--- src/rtl/multicycle_sequencer.sv ---
// Multicycle IF/ID/EX/MEM/WB control sequencer with a bounded memory-wait
// timer, a saturating retire counter and sticky illegal/timeout/done flags.
//
//   state | meaning
//   ------+--------------------------------------------------------
//   IF    | instruction fetch, waits for mem_ready (ir_we on ready)
//   ID    | decode, one cycle
//   EX    | execute; branch/jump/illegal opcodes retire here
//   MEM   | data access (lw read / sw write), waits for mem_ready
//   WB    | register-file write, always retires
//   HALT  | absorbing end state, left only through reset
module multicycle_sequencer #(
    parameter int PROG_LEN = 11,
    parameter int WAIT_MAX = 15
) (
    input  logic        clk,
    input  logic        reset_n,
    input  logic        run,
    input  logic [5:0]  opcode,
    input  logic [7:0]  pc,
    input  logic        mem_ready,
    output logic [2:0]  state,
    output logic        mem_re,
    output logic        mem_we,
    output logic        mem_sel,
    output logic        ir_we,
    output logic        pc_we,
    output logic        rf_we,
    output logic [15:0] instr_count,
    output logic        illegal,
    output logic        mem_timeout,
    output logic        done
);

    typedef enum logic [2:0] {
        S_IF   = 3'd0,
        S_ID   = 3'd1,
        S_EX   = 3'd2,
        S_MEM  = 3'd3,
        S_WB   = 3'd4,
        S_HALT = 3'd5
    } state_e;

    localparam logic [5:0] OP_R    = 6'b000000;
    localparam logic [5:0] OP_ADDI = 6'b001000;
    localparam logic [5:0] OP_LW   = 6'b100011;
    localparam logic [5:0] OP_SW   = 6'b101011;
    localparam logic [5:0] OP_BEQ  = 6'b000100;
    localparam logic [5:0] OP_J    = 6'b000010;

    localparam logic [8:0] PROG_LEN_W = 9'(PROG_LEN);
    localparam logic [3:0] WAIT_LAST  = 4'(WAIT_MAX - 1);

    state_e      state_q, state_d;
    logic [3:0]  wait_q, wait_d;
    logic [15:0] count_q, count_d;
    logic        illegal_q, illegal_d;
    logic        timeout_q, timeout_d;
    logic        done_q, done_d;

    logic        active;
    logic        retire;
    logic        op_wb, op_mem, op_branch, is_sw;

    // Strobes are also dropped while reset is asserted, so an access in
    // flight is cut in the same cycle rather than at the next edge.
    assign active    = run & reset_n;
    assign op_wb     = (opcode == OP_R)   || (opcode == OP_ADDI);
    assign op_mem    = (opcode == OP_LW)  || (opcode == OP_SW);
    assign op_branch = (opcode == OP_BEQ) || (opcode == OP_J);
    assign is_sw     = (opcode == OP_SW);

    always_comb begin
        state_d   = state_q;
        wait_d    = wait_q;
        count_d   = count_q;
        illegal_d = illegal_q;
        timeout_d = timeout_q;
        done_d    = done_q;
        mem_re    = 1'b0;
        mem_we    = 1'b0;
        mem_sel   = 1'b0;
        ir_we     = 1'b0;
        pc_we     = 1'b0;
        rf_we     = 1'b0;
        retire    = 1'b0;

        if (active) begin
            case (state_q)
                S_IF: begin
                    mem_re = 1'b1;
                    if (mem_ready) begin
                        ir_we   = 1'b1;
                        state_d = S_ID;
                    end else if (wait_q == WAIT_LAST) begin
                        timeout_d = 1'b1;
                        state_d   = S_HALT;
                    end else begin
                        wait_d = wait_q + 4'd1;
                    end
                end
                S_ID: state_d = S_EX;
                S_EX: begin
                    if (op_wb) begin
                        state_d = S_WB;
                    end else if (op_mem) begin
                        state_d = S_MEM;
                        wait_d  = 4'd0;
                    end else begin
                        retire = 1'b1;
                        if (!op_branch) illegal_d = 1'b1;
                    end
                end
                S_MEM: begin
                    // Anything that is not a store is treated as a load, so
                    // read and write can never be raised together.
                    mem_sel = 1'b1;
                    mem_we  = is_sw;
                    mem_re  = !is_sw;
                    if (mem_ready) begin
                        if (is_sw) retire = 1'b1;
                        else       state_d = S_WB;
                    end else if (wait_q == WAIT_LAST) begin
                        timeout_d = 1'b1;
                        state_d   = S_HALT;
                    end else begin
                        wait_d = wait_q + 4'd1;
                    end
                end
                S_WB: begin
                    rf_we  = 1'b1;
                    retire = 1'b1;
                end
                default: ;
            endcase

            if (retire) begin
                pc_we = 1'b1;
                if (count_q != 16'hFFFF) count_d = count_q + 16'd1;
                if ({1'b0, pc} < PROG_LEN_W) begin
                    state_d = S_IF;
                    wait_d  = 4'd0;
                end else begin
                    state_d = S_HALT;
                    done_d  = 1'b1;
                end
            end
        end
    end

    always_ff @(posedge clk or negedge reset_n) begin
        if (!reset_n) begin
            state_q   <= S_IF;
            wait_q    <= 4'd0;
            count_q   <= 16'd0;
            illegal_q <= 1'b0;
            timeout_q <= 1'b0;
            done_q    <= 1'b0;
        end else begin
            state_q   <= state_d;
            wait_q    <= wait_d;
            count_q   <= count_d;
            illegal_q <= illegal_d;
            timeout_q <= timeout_d;
            done_q    <= done_d;
        end
    end

    assign state       = state_q;
    assign instr_count = count_q;
    assign illegal     = illegal_q;
    assign mem_timeout = timeout_q;
    assign done        = done_q;

endmodule

--- config.mk ---
export PLATFORM = sky130hd
export DESIGN_NAME = multicycle_sequencer
export DESIGN_NICKNAME = d
export VERILOG_FILES = /design/src/rtl/multicycle_sequencer.sv
export SDC_FILE = /design/constraint.sdc
export NUM_CORES = 1
export LEC_CHECK = 0
export ABC_AREA = 1
export CORE_MARGIN = 8
export CORE_UTILIZATION = 40
export CTS_CLUSTER_DIAMETER = 120
export CTS_CLUSTER_SIZE = 14
export DETAILED_ROUTE_END_ITERATION = 10
export PLACE_DENSITY = 0.65
export SKIP_CTS_REPAIR_TIMING = 1
export SLEW_MARGIN = 20
export SYNTH_ARGS = -nofsm -noshare
export SYNTH_HDL_FRONTEND = slang
export SYNTH_SLANG_ARGS = --single-unit
--- constraint.sdc ---
create_clock -name clk -period 1.8 [get_ports clk]
set_input_delay 0.27 -clock clk [delete_from_list [all_inputs] [get_ports clk]]
set_output_delay 0.27 -clock clk [all_outputs]
set_load 0.03 [all_outputs]
# --- Word level (Yosys, flattened, before mapping) ---
# Index checks and enable logic that the tools add are counted.
word_totals:
  ff_bits: 26
  word_cells: 76
op_classes:
  n_addsub: 2
  magnitude_cmp: 1
  eq_ne: 13
  mux: 35
  bitwise_logic: 6
  reduce_logical: 13
op_table:
  columns: ["op", "n"]
  rows:
  - ["2-to-1 mux 3 bit", 8]
  - ["2-to-1 mux 4 bit", 6]
  - ["2-to-1 mux 1 bit", 17]
  - ["adder 16 x 1 -> 16 bit (second input constant)", 1]
  - ["inequality test 16 bit (second input constant)", 1]
  - ["equality test 6 bit (second input constant)", 2]
  - ["case mux 3 bit (4 select lines)", 1]
  - ["less-than comparator 8 x 4 -> 1 bit (second input constant)", 1]
  - ["inequality test 4 bit (second input constant)", 2]
  - ["case mux 4 bit (2 select lines)", 1]
  - ["AND reduction 4 bit", 2]
  - ["equality test 3 x 2 -> 1 bit (second input constant)", 2]
  - ["equality test 6 x 2 -> 1 bit (second input constant)", 1]
  - ["equality test 6 x 3 -> 1 bit (second input constant)", 1]
  - ["equality test 6 x 4 -> 1 bit (second input constant)", 1]
  - ["logical NOT 6 bit", 1]
  - ["AND reduction 3 bit", 2]
  - ["NOT 1 bit", 5]
  - ["AND reduction 5 bit", 1]
  - ["nonzero test 5 bit", 1]
  - ["adder 4 x 1 -> 4 bit (second input constant)", 1]
  - ["equality test 4 bit (second input constant)", 1]
  - ["equality test 3 x 1 -> 1 bit (second input constant)", 1]
  - ["equality test 3 bit (second input constant)", 1]
  - ["7 further kinds", 9]

# --- Longest topological paths before layout ---
depth:
  ltp_word: 8
  mapped_depth: 10

# --- Least setup slack after synthesis ---
# No wires, ideal clock.
synth_path:
  path_kind: "reg-to-output"
  from: "register state_q[2], in the netlist state[2]"
  to: "output mem_we"
  arrival_ns: 1.737
  required_ns: 1.530
  setup_slack_ns: -0.207
  stages_incl_launch_ff: 4
  n_path_buf: 0
  path_cell_list: "dfrtp_1 inv_2 nand3_2 nor4_1"
synth_via:
  elab_chain_len: 3
synth_rtl:
  columns: ["item", "line_no", "rtl"]
  rows:
  - ["start: declaration", "54", "state_e state_q, state_d;"]
  - ["start signal: assignment", "160", "state_q <= state_d;"]
  - ["equality test 3 x 2 -> 1 bit", "89", "case (state_q)"]
  - ["2-to-1 mux 1 bit", "89", null]
  - ["2-to-1 mux 1 bit", "88", "if (active) begin"]
  - ["end: declaration", "24", "output logic mem_we,"]
# No other way between the ends.

# --- Worst setup path after layout ---
layout_path:
  from: "register state_q[2], in the netlist state[2]"
  to: "output pc_we"
layout_via:
  elab_chain_len: 5
layout_rtl:
  columns: ["item", "line_no", "rtl"]
  rows:
  - ["equality test 3 bit / equality test 3 x 2 -> 1 bit (equally long branches)", "89", null]
  - ["case mux 1 bit (3 select lines) *", "89", null]
  - ["2-to-1 mux 1 bit *", "88", null]
  - ["2-to-1 mux 1 bit *", "137", "if (retire) begin"]
  - ["2-to-1 mux 1 bit *", "88", null]
  - ["end: declaration", "27", "output logic pc_we,"]
# Mark *: on every way between the ends. The rest lies on a longest branch, timed or not. The select of a mux whose other input is x is not followed.

==> flow_metrics.env <==
export IMPL_place_area_mm2=0.00254
export IMPL_ant_nets=0
export IMPL_cp_end_kind="primary output"
export IMPL_cts_tree="yes"
export IMPL_synth_mux_area_share_pct=0
export IMPL_max_freq_mhz=568
export IMPL_place_congestion=0.858
export IMPL_final_common_cell="nand2_1"
export IMPL_required_ns=1.53
export IMPL_die_w_um=84.3
export IMPL_reg2reg_to="state[2]$_DFFE_PN0P_"
export IMPL_vias=1995
export IMPL_holdCritPathClass="in2reg"
export IMPL_stdcell_area_mm2=0.00271
export IMPL_crit_arrival_ns=1.49
export IMPL_min_from="opcode[0]"
export IMPL_synth_area_mm2=0.00187
export IMPL_layout_drive_gt1_share_pct=20.7
export IMPL_io_pins=46
export IMPL_antenna_found_initial=0
export IMPL_crit_path_start_kind="flip-flop"
export IMPL_dr_pass1_iters=5
export IMPL_whs_path_depth=4
export IMPL_grt_usage_pct=14.3
export IMPL_vias_per_cell=4.90
export IMPL_syn_area_per_cell_um2=6.66
export IMPL_synth_top_family_by_area="simple AND/OR/NAND/NOR gates"
export IMPL_cpPeakStageDelay_ns=0.47
export IMPL_ys_warn_count=0
export IMPL_routed_wl_um=4960
export IMPL_die_area_mm2=0.00710
export IMPL_worstSetupPathType="reg2out"
export IMPL_slew_headroom_pct=70.7
export IMPL_area_delta_synth_final_pct=45.1
export IMPL_fin_crit_sh_pct=97.8
export IMPL_synth_compound_area_share_pct=4.16
export IMPL_critPathSlowestCell="dfrtp_2"
export IMPL_insertion_delay_ns=0.27
export IMPL_r2r_start="state[2]$_DFFE_PN0P_"
export IMPL_grt_pass1_wl_um=8660
export IMPL_syn_inst=280
export IMPL_crit_fanout=6
export IMPL_grt_max_degree=27
export IMPL_ir_worst_vdd_uv=882
export IMPL_ys_top_cells_by_area="dfrtp_1 35%, nand2_1 21%, nand3_1 10%, nor2_1 5.6%, inv_1 4.6%"
export IMPL_cts_sinks=26
export IMPL_rows=25
export IMPL_synth_fa_ha_area_share_pct=2.01
export IMPL_fin_total_pwr_mw=2.91
export IMPL_drv_cap=0
export IMPL_synth_top_cell_by_area="dfrtp_1"
export IMPL_synth_simple_area_share_pct=47.0
export IMPL_nets=376
export IMPL_cpLargestDelayFamily="simple AND/OR/NAND/NOR gates"
export IMPL_p_leak_nw=1.39
export IMPL_die_h_um=84.3
export IMPL_start_util_pct=40.6
export IMPL_cp_cell_sequence="inv_4 -> nand2_2 -> nor2_2 -> nand3_2 -> nand3_4 -> nand2_2 -> inv_2 -> buf_6"
export IMPL_p_per_area_mw_per_mm2=1080
export IMPL_clockBufferDepth=2
export IMPL_syn_nets=301
export IMPL_yosysSeqAreaShare_pct=34.9
export IMPL_status="complete, no violations"
export IMPL_setup_violations=0
export IMPL_port_buffers=45
export IMPL_final_hold_violation_count=0
export IMPL_synth_cell_types=30
export IMPL_cts_root_buffer_cell="clkbuf_8"
export IMPL_layout_common_cells="98 x nand2_1, 39 x nand3_1, 34 x buf_4"
export IMPL_postLayoutCoreUtil_pct=58.9
export IMPL_fin_crit_ns=1.76
export IMPL_hpwl_um=3930
export IMPL_synthXorXnorAreaFrac_pct=5.16
export IMPL_core_area_mm2=0.00460
export IMPL_critical_path_buf_inv_count=3
export IMPL_grt_pass1_vias=1950
export IMPL_hold_end="illegal$_DFFE_PN0P_"
export IMPL_finalClockSkew_ns=0.00291
export IMPL_synth_ff_latch_count=26
export IMPL_rsz0062_at_grt="true"
export IMPL_post_drt_wl_per_cell_um=12.2
export IMPL_tightestPinTransition_ns=0.438
export IMPL_setup_tns_ns=0
export IMPL_clk_pin_slew_ns=0.09
export IMPL_reg2regPathDepth=10
export IMPL_drtIter0Drc=140
export IMPL_slew_violations=0
export IMPL_regToRegSetupSlack_ns=0.17
export IMPL_drc=0
export IMPL_htree_levels=1
export IMPL_grt_ovfl_total=0
export IMPL_synth_top_cell_area_share_pct=34.9
export IMPL_diodes=0
export IMPL_crit_top_cell="nand2_2"
export IMPL_cts_buffers=3
## where the power goes
group          leakage [nW]  total (mW)  internal [mW]  switching [mW]
clock network        0.0216       0.327          0.150           0.177
registers             0.340       0.888          0.712           0.176
logic                  1.03        1.70          0.759           0.937
## per-layer routing
layer / vias to the layer above / share of wire, % / track usage [%]
met5: - / 0 / 0
met4: 0 / 1.3 / 4.87
met3: 5 / 4.4 / 2.13
li1: 1049 / - / -
met2: 40 / 51 / 25.6
met1: 901 / 44 / 16.8
## how the worst max path moves through the flow
stage | from | endpoint | slack, ns | cells past startpoint
2_1_floorplan | instr_count[0]$_DFFE_PN0P_ | instr_count[14]$_DFFE_PN0P_ | 0.04 | 10
3_3_place_gp | opcode[5] | pc_we | -0.06 | 10
3_5_place_dp | opcode[5] | state[2]$_DFFE_PN0P_ | -0.13 | 11
4_1_cts | opcode[5] | pc_we | -0.12 | 10
5_1_grt | state[2]$_DFFE_PN0P_ | pc_we | -0.04 | 8
6_report | state[2]$_DFFE_PN0P_ | pc_we | 0.04 | 8
## stage by stage
stage | setup slack (ns) | hold WS [ns] | std cells
floorplan | 0.0374 | -0.0256 | 280
global placement | -0.0604 | 0.460 | 398
detailed placement | -0.135 | 0.471 | 398
CTS | -0.115 | 0.472 | 401
global route | -0.0417 | 0.481 | 407
finish | 0.0402 | 0.459 | 407
## cell families after synthesis
kind of cell               Yosys count
AOI/OAI and AO/OA                   13
xor gates and xnor gates            11
adders and majority gates            3
buffers and inverters               30
DFF                                 26
and+or+nand+nor                    197
## flip-flops by register name (all words and copies together) (netlist names)
name and count:
done 1, mem_timeout 1, wait_q 4, instr_count 16
state 3, illegal 1
## synthesized netlist by cell type, drive strengths merged
master / instances
nand2: 106
nand3: 42
nor2: 32
dfrtp: 26
inv: 25
nand4: 6
nor3: 6
xnor2: 6
o21ai: 5
xor2: 5
a21oi: 4
buf: 4
ha: 3
a31o: 2
or2: 2
clkbuf: 1
nand3b: 1
nor3b: 1
nor4: 1
o211ai: 1
o21bai: 1
## final cells by class
cell class	instances	area, µm²
Tap cell	54	67.6
Fill cell	440	1890
Sequential cell	26	654
Multi-Input combinational cell	224	1150
Inverter	25	96.3
Clock buffer	3	41.3
Timing Repair Buffer	75	694
## worst min-delay path, delay by kind of cell
kind,cells,cell delay [ns]
compound gates,1,0.16
simple gates,2,0.16
buf+inv,1,0.12
Note: power is estimated with default switching activity, not from simulation.
